**config.mk**
```make
export PLATFORM = sky130hd
export DESIGN_NAME = ps2_key_decoder
export DESIGN_NICKNAME = d
export VERILOG_FILES = /design/src/rtl/ps2_key_decoder.sv
export SDC_FILE = /design/constraint.sdc
export NUM_CORES = 1
export LEC_CHECK = 0
export CELL_PAD_IN_SITES_DETAIL_PLACEMENT = 0
export CELL_PAD_IN_SITES_GLOBAL_PLACEMENT = 1
export CORE_UTILIZATION = 34
export DETAILED_ROUTE_END_ITERATION = 7
export PLACE_DENSITY = 0.73
export SYNTH_ARGS = -nofsm -noshare
export SYNTH_HDL_FRONTEND = slang
export SYNTH_SLANG_ARGS = --single-unit
export TNS_END_PERCENT = 1
```
**constraint.sdc**
```tcl
create_clock -name CLOCK_50 -period 2.5 [get_ports CLOCK_50]
set_input_delay 0.25 -clock CLOCK_50 [delete_from_list [all_inputs] [get_ports CLOCK_50]]
set_output_delay 0.25 -clock CLOCK_50 [all_outputs]
set_load 0.02 [all_outputs]
```
**src/rtl/ps2_key_decoder.sv**
```systemverilog
// PS/2 keyboard receiver and scancode decoder for the game's KEY_PRESSED code.
// Frames are sampled on synchronized PS2_CLK falling edges; decode runs one cycle after a good frame.
module ps2_key_decoder #(
  parameter int         TIMEOUT   = 5000,
  parameter logic [4:0] NONE_CODE = 5'd31
) (
  input  logic       CLOCK_50,
  input  logic       reset,
  input  logic       PS2_CLK,
  input  logic       PS2_DAT,
  output logic [4:0] KEY_PRESSED,
  output logic       key_valid,
  output logic [7:0] scan_byte,
  output logic       frame_error
);

  typedef enum logic [1:0] {S_IDLE, S_DATA, S_PARITY, S_STOP} rx_state_e;

  localparam int CNT_W = $clog2(TIMEOUT + 1);

  rx_state_e        state_q, state_d;
  logic             clk_meta_q, clk_sync_q, clk_prev_q;
  logic             dat_meta_q, dat_sync_q;
  logic [2:0]       bit_cnt_q;
  logic [7:0]       shift_q;
  logic             parity_q;
  logic [CNT_W-1:0] tmo_cnt_q;
  logic             byte_done_q, frame_err_q;
  logic [7:0]       scan_byte_q;
  logic             ext_q, brk_q;
  logic [4:0]       key_q;
  logic             key_valid_q;

  logic             fall;
  logic             timeout;
  logic             stop_seen;
  logic             byte_done_d;
  logic             frame_err_d;
  logic             map_hit;
  logic [4:0]       map_code;

  // NOTE: sequential state uses non-blocking assignments only, so every flop sees pre-edge values.
  // Synchronizers reset to the idle-high line level so releasing reset cannot fake a falling edge.
  always_ff @(posedge CLOCK_50) begin
    if (reset) begin
      clk_meta_q <= 1'b1;
      clk_sync_q <= 1'b1;
      clk_prev_q <= 1'b1;
      dat_meta_q <= 1'b1;
      dat_sync_q <= 1'b1;
    end else begin
      clk_meta_q <= PS2_CLK;
      clk_sync_q <= clk_meta_q;
      clk_prev_q <= clk_sync_q;
      dat_meta_q <= PS2_DAT;
      dat_sync_q <= dat_meta_q;
    end
  end

  assign fall    = clk_prev_q & ~clk_sync_q;
  assign timeout = (state_q != S_IDLE) && !fall && (tmo_cnt_q == CNT_W'(TIMEOUT - 1));

  always_ff @(posedge CLOCK_50) begin
    if (reset) state_q <= S_IDLE;
    else       state_q <= state_d;
  end

  // NOTE: every always_comb output gets a default first, so no path can infer a latch.
  always_comb begin
    state_d = state_q;
    if (timeout) begin
      state_d = S_IDLE;
    end else if (fall) begin
      case (state_q)
        S_IDLE:   if (!dat_sync_q) state_d = S_DATA;
        S_DATA:   if (bit_cnt_q == 3'd7) state_d = S_PARITY;
        S_PARITY: state_d = S_STOP;
        S_STOP:   state_d = S_IDLE;
        default:  state_d = S_IDLE;
      endcase
    end
  end

  always_comb begin
    stop_seen   = fall && (state_q == S_STOP);
    byte_done_d = stop_seen && (^{shift_q, parity_q}) && dat_sync_q;
    frame_err_d = timeout || (stop_seen && !byte_done_d);
  end

  always_ff @(posedge CLOCK_50) begin
    if (reset) begin
      bit_cnt_q   <= 3'd0;
      shift_q     <= 8'h00;
      parity_q    <= 1'b0;
      tmo_cnt_q   <= '0;
      byte_done_q <= 1'b0;
      frame_err_q <= 1'b0;
      scan_byte_q <= 8'h00;
    end else begin
      if (fall && state_q == S_IDLE) begin
        bit_cnt_q <= 3'd0;
      end else if (fall && state_q == S_DATA) begin
        shift_q   <= {dat_sync_q, shift_q[7:1]};
        bit_cnt_q <= bit_cnt_q + 3'd1;
      end
      if (fall && state_q == S_PARITY) parity_q <= dat_sync_q;
      if (state_q == S_IDLE || fall) tmo_cnt_q <= '0;
      else                           tmo_cnt_q <= tmo_cnt_q + CNT_W'(1);
      byte_done_q <= byte_done_d;
      frame_err_q <= frame_err_d;
      if (byte_done_d) scan_byte_q <= shift_q;
    end
  end

  // Direction order per player is up, down, left, right.
  always_comb begin
    map_hit  = 1'b1;
    map_code = NONE_CODE;
    case ({ext_q, scan_byte_q})
      {1'b0, 8'h1D}: map_code = 5'd0;
      {1'b0, 8'h1B}: map_code = 5'd1;
      {1'b0, 8'h1C}: map_code = 5'd2;
      {1'b0, 8'h23}: map_code = 5'd3;
      {1'b1, 8'h75}: map_code = 5'd4;
      {1'b1, 8'h72}: map_code = 5'd5;
      {1'b1, 8'h6B}: map_code = 5'd6;
      {1'b1, 8'h74}: map_code = 5'd7;
      {1'b0, 8'h43}: map_code = 5'd8;
      {1'b0, 8'h42}: map_code = 5'd9;
      {1'b0, 8'h3B}: map_code = 5'd10;
      {1'b0, 8'h4B}: map_code = 5'd11;
      {1'b0, 8'h75}: map_code = 5'd12;
      {1'b0, 8'h73}: map_code = 5'd13;
      {1'b0, 8'h6B}: map_code = 5'd14;
      {1'b0, 8'h74}: map_code = 5'd15;
      {1'b0, 8'h29}: map_code = 5'd16;
      default:       map_hit  = 1'b0;
    endcase
  end

  always_ff @(posedge CLOCK_50) begin
    if (reset) begin
      ext_q       <= 1'b0;
      brk_q       <= 1'b0;
      key_q       <= NONE_CODE;
      key_valid_q <= 1'b0;
    end else begin
      key_valid_q <= 1'b0;
      if (byte_done_q) begin
        if (scan_byte_q == 8'hE0) begin
          ext_q <= 1'b1;
        end else if (scan_byte_q == 8'hF0) begin
          brk_q <= 1'b1;
        end else begin
          ext_q <= 1'b0;
          brk_q <= 1'b0;
          if (map_hit) begin
            if (!brk_q) begin
              key_q       <= map_code;
              key_valid_q <= 1'b1;
            end else if (map_code == key_q) begin
              key_q <= NONE_CODE;
            end
          end
        end
      end
      // A bad or aborted frame breaks any prefix sequence in progress.
      if (frame_err_d) begin
        ext_q <= 1'b0;
        brk_q <= 1'b0;
      end
    end
  end

  assign KEY_PRESSED = key_q;
  assign key_valid   = key_valid_q;
  assign scan_byte   = scan_byte_q;
  assign frame_error = frame_err_q;

endmodule

```
==> out/metrics.yaml <==
finish:
  fillers: 750
  area_delta_synth_final_pct: 20.3
  fin_util_pct: 42.8
  antenna_cells: 0
  drive_gt1_share_pct: 17.1
  fin_nets: 356
  final_cells: 445
  final_area_sq_um: 3150
sta:
  tns_ns: 0
  fin_crit_ns: 2.40
  slew_viol_final: 0
  fin_skew_ns: 0.00520
  fin_hold_ws_ns: 0.417
  hold_viol_final: 0
  worst_pin_slew_ns: 0.616
  setup_viol: 0
  fin_crit_sh_pct: 95.8
  finalWorstSetupSlack_ns: 0.104
  timing.fmax_mhz: 417
  relSlewSlack_pct: 58.8
drt:
  post_drt_wl_per_cell_um: 12.6
  drt_pass1_iterations: 4
  drt.antenna.violating_nets: 0
  vias: 2285
  wl_um: 5590
  drt_iter0_drc: 71
  via_per_inst: 5.13
  drc_errors: 0
grt:
  grt_usage_pct: 14.2
  overflow: 0
  grt_pass1_wl_um: 9510
  antenna_found_initial: 0
  grt_pass1_vias: 2132
  grt_max_degree: 32
  use_met1_pct: 17.9
  use_met2_pct: 23.9
  groute.layer.met3.usage_pct: 2.54
  top_usage_layer: "met2"
logic_synthesis:
  ys_seq_area_share_pct: 38.2
  synth_fp_nets: 327
  synth_top_cell_by_area: "dfxtp_1"
  syn_inst: 316
  synth_ff_type: "dfxtp_1"
  ys_types: 53
  postSynth.asyncResetShare_pct: 0
  synth.avg_cell_area_sq_um: 8.30
  synth_area_sq_um: 2620
  yosys-top-cells-area: "dfxtp_1 38%, nor2_1 5.3%, nand2_1 5.2%"
  synth_warnings: 0
  synth_top_area_share_pct: 38.2
  synth_edf_count: 0
  ys_ff_latch: 50
power:
  power.density_nw_per_um2: 420
  leakage_nw: 1.10
  peakVddDrop_mv: 0.178
  p_total_mw: 1.33
die:
  io_pins: 19
  start_util_pct: 35.6
  num_rows: 31
  fp.dieW_um: 89.8
  core-area_sq_um: 7370
  dieArea_sq_um: 8070
  dieHeight_um: 89.8
clock_tree:
  cts_buffer_depth: 2
  holdBufCountCts: 0
  cts-root-buf: "clkbuf_8"
  htree_levels: 2
  clk_latency_ns: 0.30
  path_clk_slew_ns: 0.09
  clock-sinks: 50
  cts_inserted_buffers: 5
  tritoncts: "built"
run:
  timing.max_cap.violations: 0
setup_path:
  cp_max_fo: 8
  r2r_end: "KEY_PRESSED[0]"
  critPathRequiredTime_ns: 2.68
  crit_type: "flop to flop"
  ff2ff_path_depth: 8
  critPathSlowestCell: "or4_4"
  rr_startpoint: "ext_q"
  arrival_ns: 2.57
  path_cells: "or3_4 -> or4_4 -> nand4_1 -> buf_6 -> o32a_1 -> nand4_1 -> a41oi_2 -> a22oi_1"
  path_buf_inv: 1
  crit_path_start_kind: "flop"
  path_delay_family: "simple AND/OR/NAND/NOR gates"
  end_kind: "flop"
  slowest_delay_ns: 0.49
  cp_common_cell: "nand4_1"
  rrSetupSlack_ns: 0.10
hold_path:
  hold_path_depth: 1
  hold_end: "dat_sync_q"
  hold_start: "dat_meta_q"
  hold_class: "flop to flop"
placed_design:
  dp.cells: 432
  portBuffers: 18
  dpl-instance-area_sq_um: 2950
  place.gp.congestion: 0.811
  hpwlAfterDp_um: 4010
  dp_slack_ns: -0.0337
status:
  status: "finished, final reports clean"
## synthesized netlist by cell type, drive strengths merged (2+ instances only)
cell     number
xnor2        13
nand3b        5
xor2          7
or3b          2
a31oi         2
nor3          6
or3           6
inv          12
buf           6
or2           8
a22oi         4
a21oi        23
o221ai        2
nand4bb       2
ha            7
nand3        11
a211oi        3
nand2b       10
nor2         38
nor2b         4
clkbuf        6
nand2        36
nand4b        3
nand4         4
nor4          5
dfxtp        50
and3          3
o21ai        10
or4           4
mux2i         9
## how the worst max path moves through the flow
| stage | startpoint | endpoint | slack, ns | cells after the start |
|---|---|---|---|---|
| global placement | scan_byte[5] | KEY_PRESSED[1] | 0.02 | 8 |
| detailed placement | scan_byte[5] | KEY_PRESSED[1] | -0.03 | 8 |
| floorplan | scan_byte[4] | KEY_PRESSED[0] | 0.13 | 8 |
| CTS | scan_byte[4] | KEY_PRESSED[0] | 0.003 | 8 |
| global route | scan_byte[7] | KEY_PRESSED[1] | -0.007 | 9 |
| finish | ext_q | KEY_PRESSED[0] | 0.10 | 8 |
## registers in the layout, summed over array words and instances, names as in the netlist
signal	flops
frame_error	1
tmo_cnt_q	13
bit_cnt_q	3
brk_q	1
shift_q	8
dat_meta_q	1
clk_meta_q	1
dat_sync_q	1
clk_prev_q	1
key_valid	1
parity_q	1
clk_sync_q	1
scan_byte	8
KEY_PRESSED	5
byte_done_q	1
ext_q	1
state_q	2
## power breakdown
group / internal (mW) / leakage [nW] / total [mW] / switching (mW)
clock network: 0.228 / 0.0478 / 0.501 / 0.273
registers: 0.797 / 0.409 / 0.799 / 0.00162
logic: 0.0103 / 0.646 / 0.0258 / 0.0155
## routing by layer
layer	vias to the layer above	part of all wire (%)	wire, um
li1	1162	-	-
met1	1078	47	2650
met2	39	48	2700
met3	6	2.9	164
met4	0	1.3	74
met5	-	0	0
## layout make-up
type / count / area (sq um) / area share, %
multi-input cells: 242 / 1560 / 49.5
flip-flops and latches: 50 / 1020 / 32.2
clock buffers: 6 / 82.6 / 2.62
well taps: 99 / 124 / 3.93
inverters: 12 / 45.0 / 1.43
repair buffers: 34 / 308 / 9.76
clock inverters: 2 / 16.3 / 0.516
## what timing repair did
item,CTS,global route
gates cloned,0,0
endpoints found under the setup margin,2,5
setup buffers,0,5
resized for setup,3,21
pin swaps,0,5
## logic make-up (layout without fill, tap and decap cells)
kind of cell,count (synthesis),count (layout),synth area share [%]
and+or+nand+nor,150,150,30.0
AOI/OAI and AO/OA,55,55,14.1
DFF,50,50,38.2
buffers and inverters,24,54,3.82
xor gates and xnor gates,20,20,6.68
muxes,10,10,3.86
adders and majority gates,7,7,3.34
## placed cells by master (no fill, tap or decap), drive strengths merged, types with 2 or more instances in the layout
cell type and n:
nor4 5, xor2 7, and3 3, nand3b 5, a31oi 2, or2 8, inv 13, o21ai 10
xnor2 13, nand4bb 2, or3 6, nor2 38, clkdlybuf4s50 18, nand3 11, o221ai 2, buf 16
a21oi 23, mux2i 9, ha 7, nand4 4, a22oi 4, nand2b 10, nand4b 3, nand2 36
nor2b 4, a211oi 3, dfxtp 50, clkbuf 6, or3b 2, or4 4, nor3 6
Note: power is estimated with default switching activity, not from simulation.
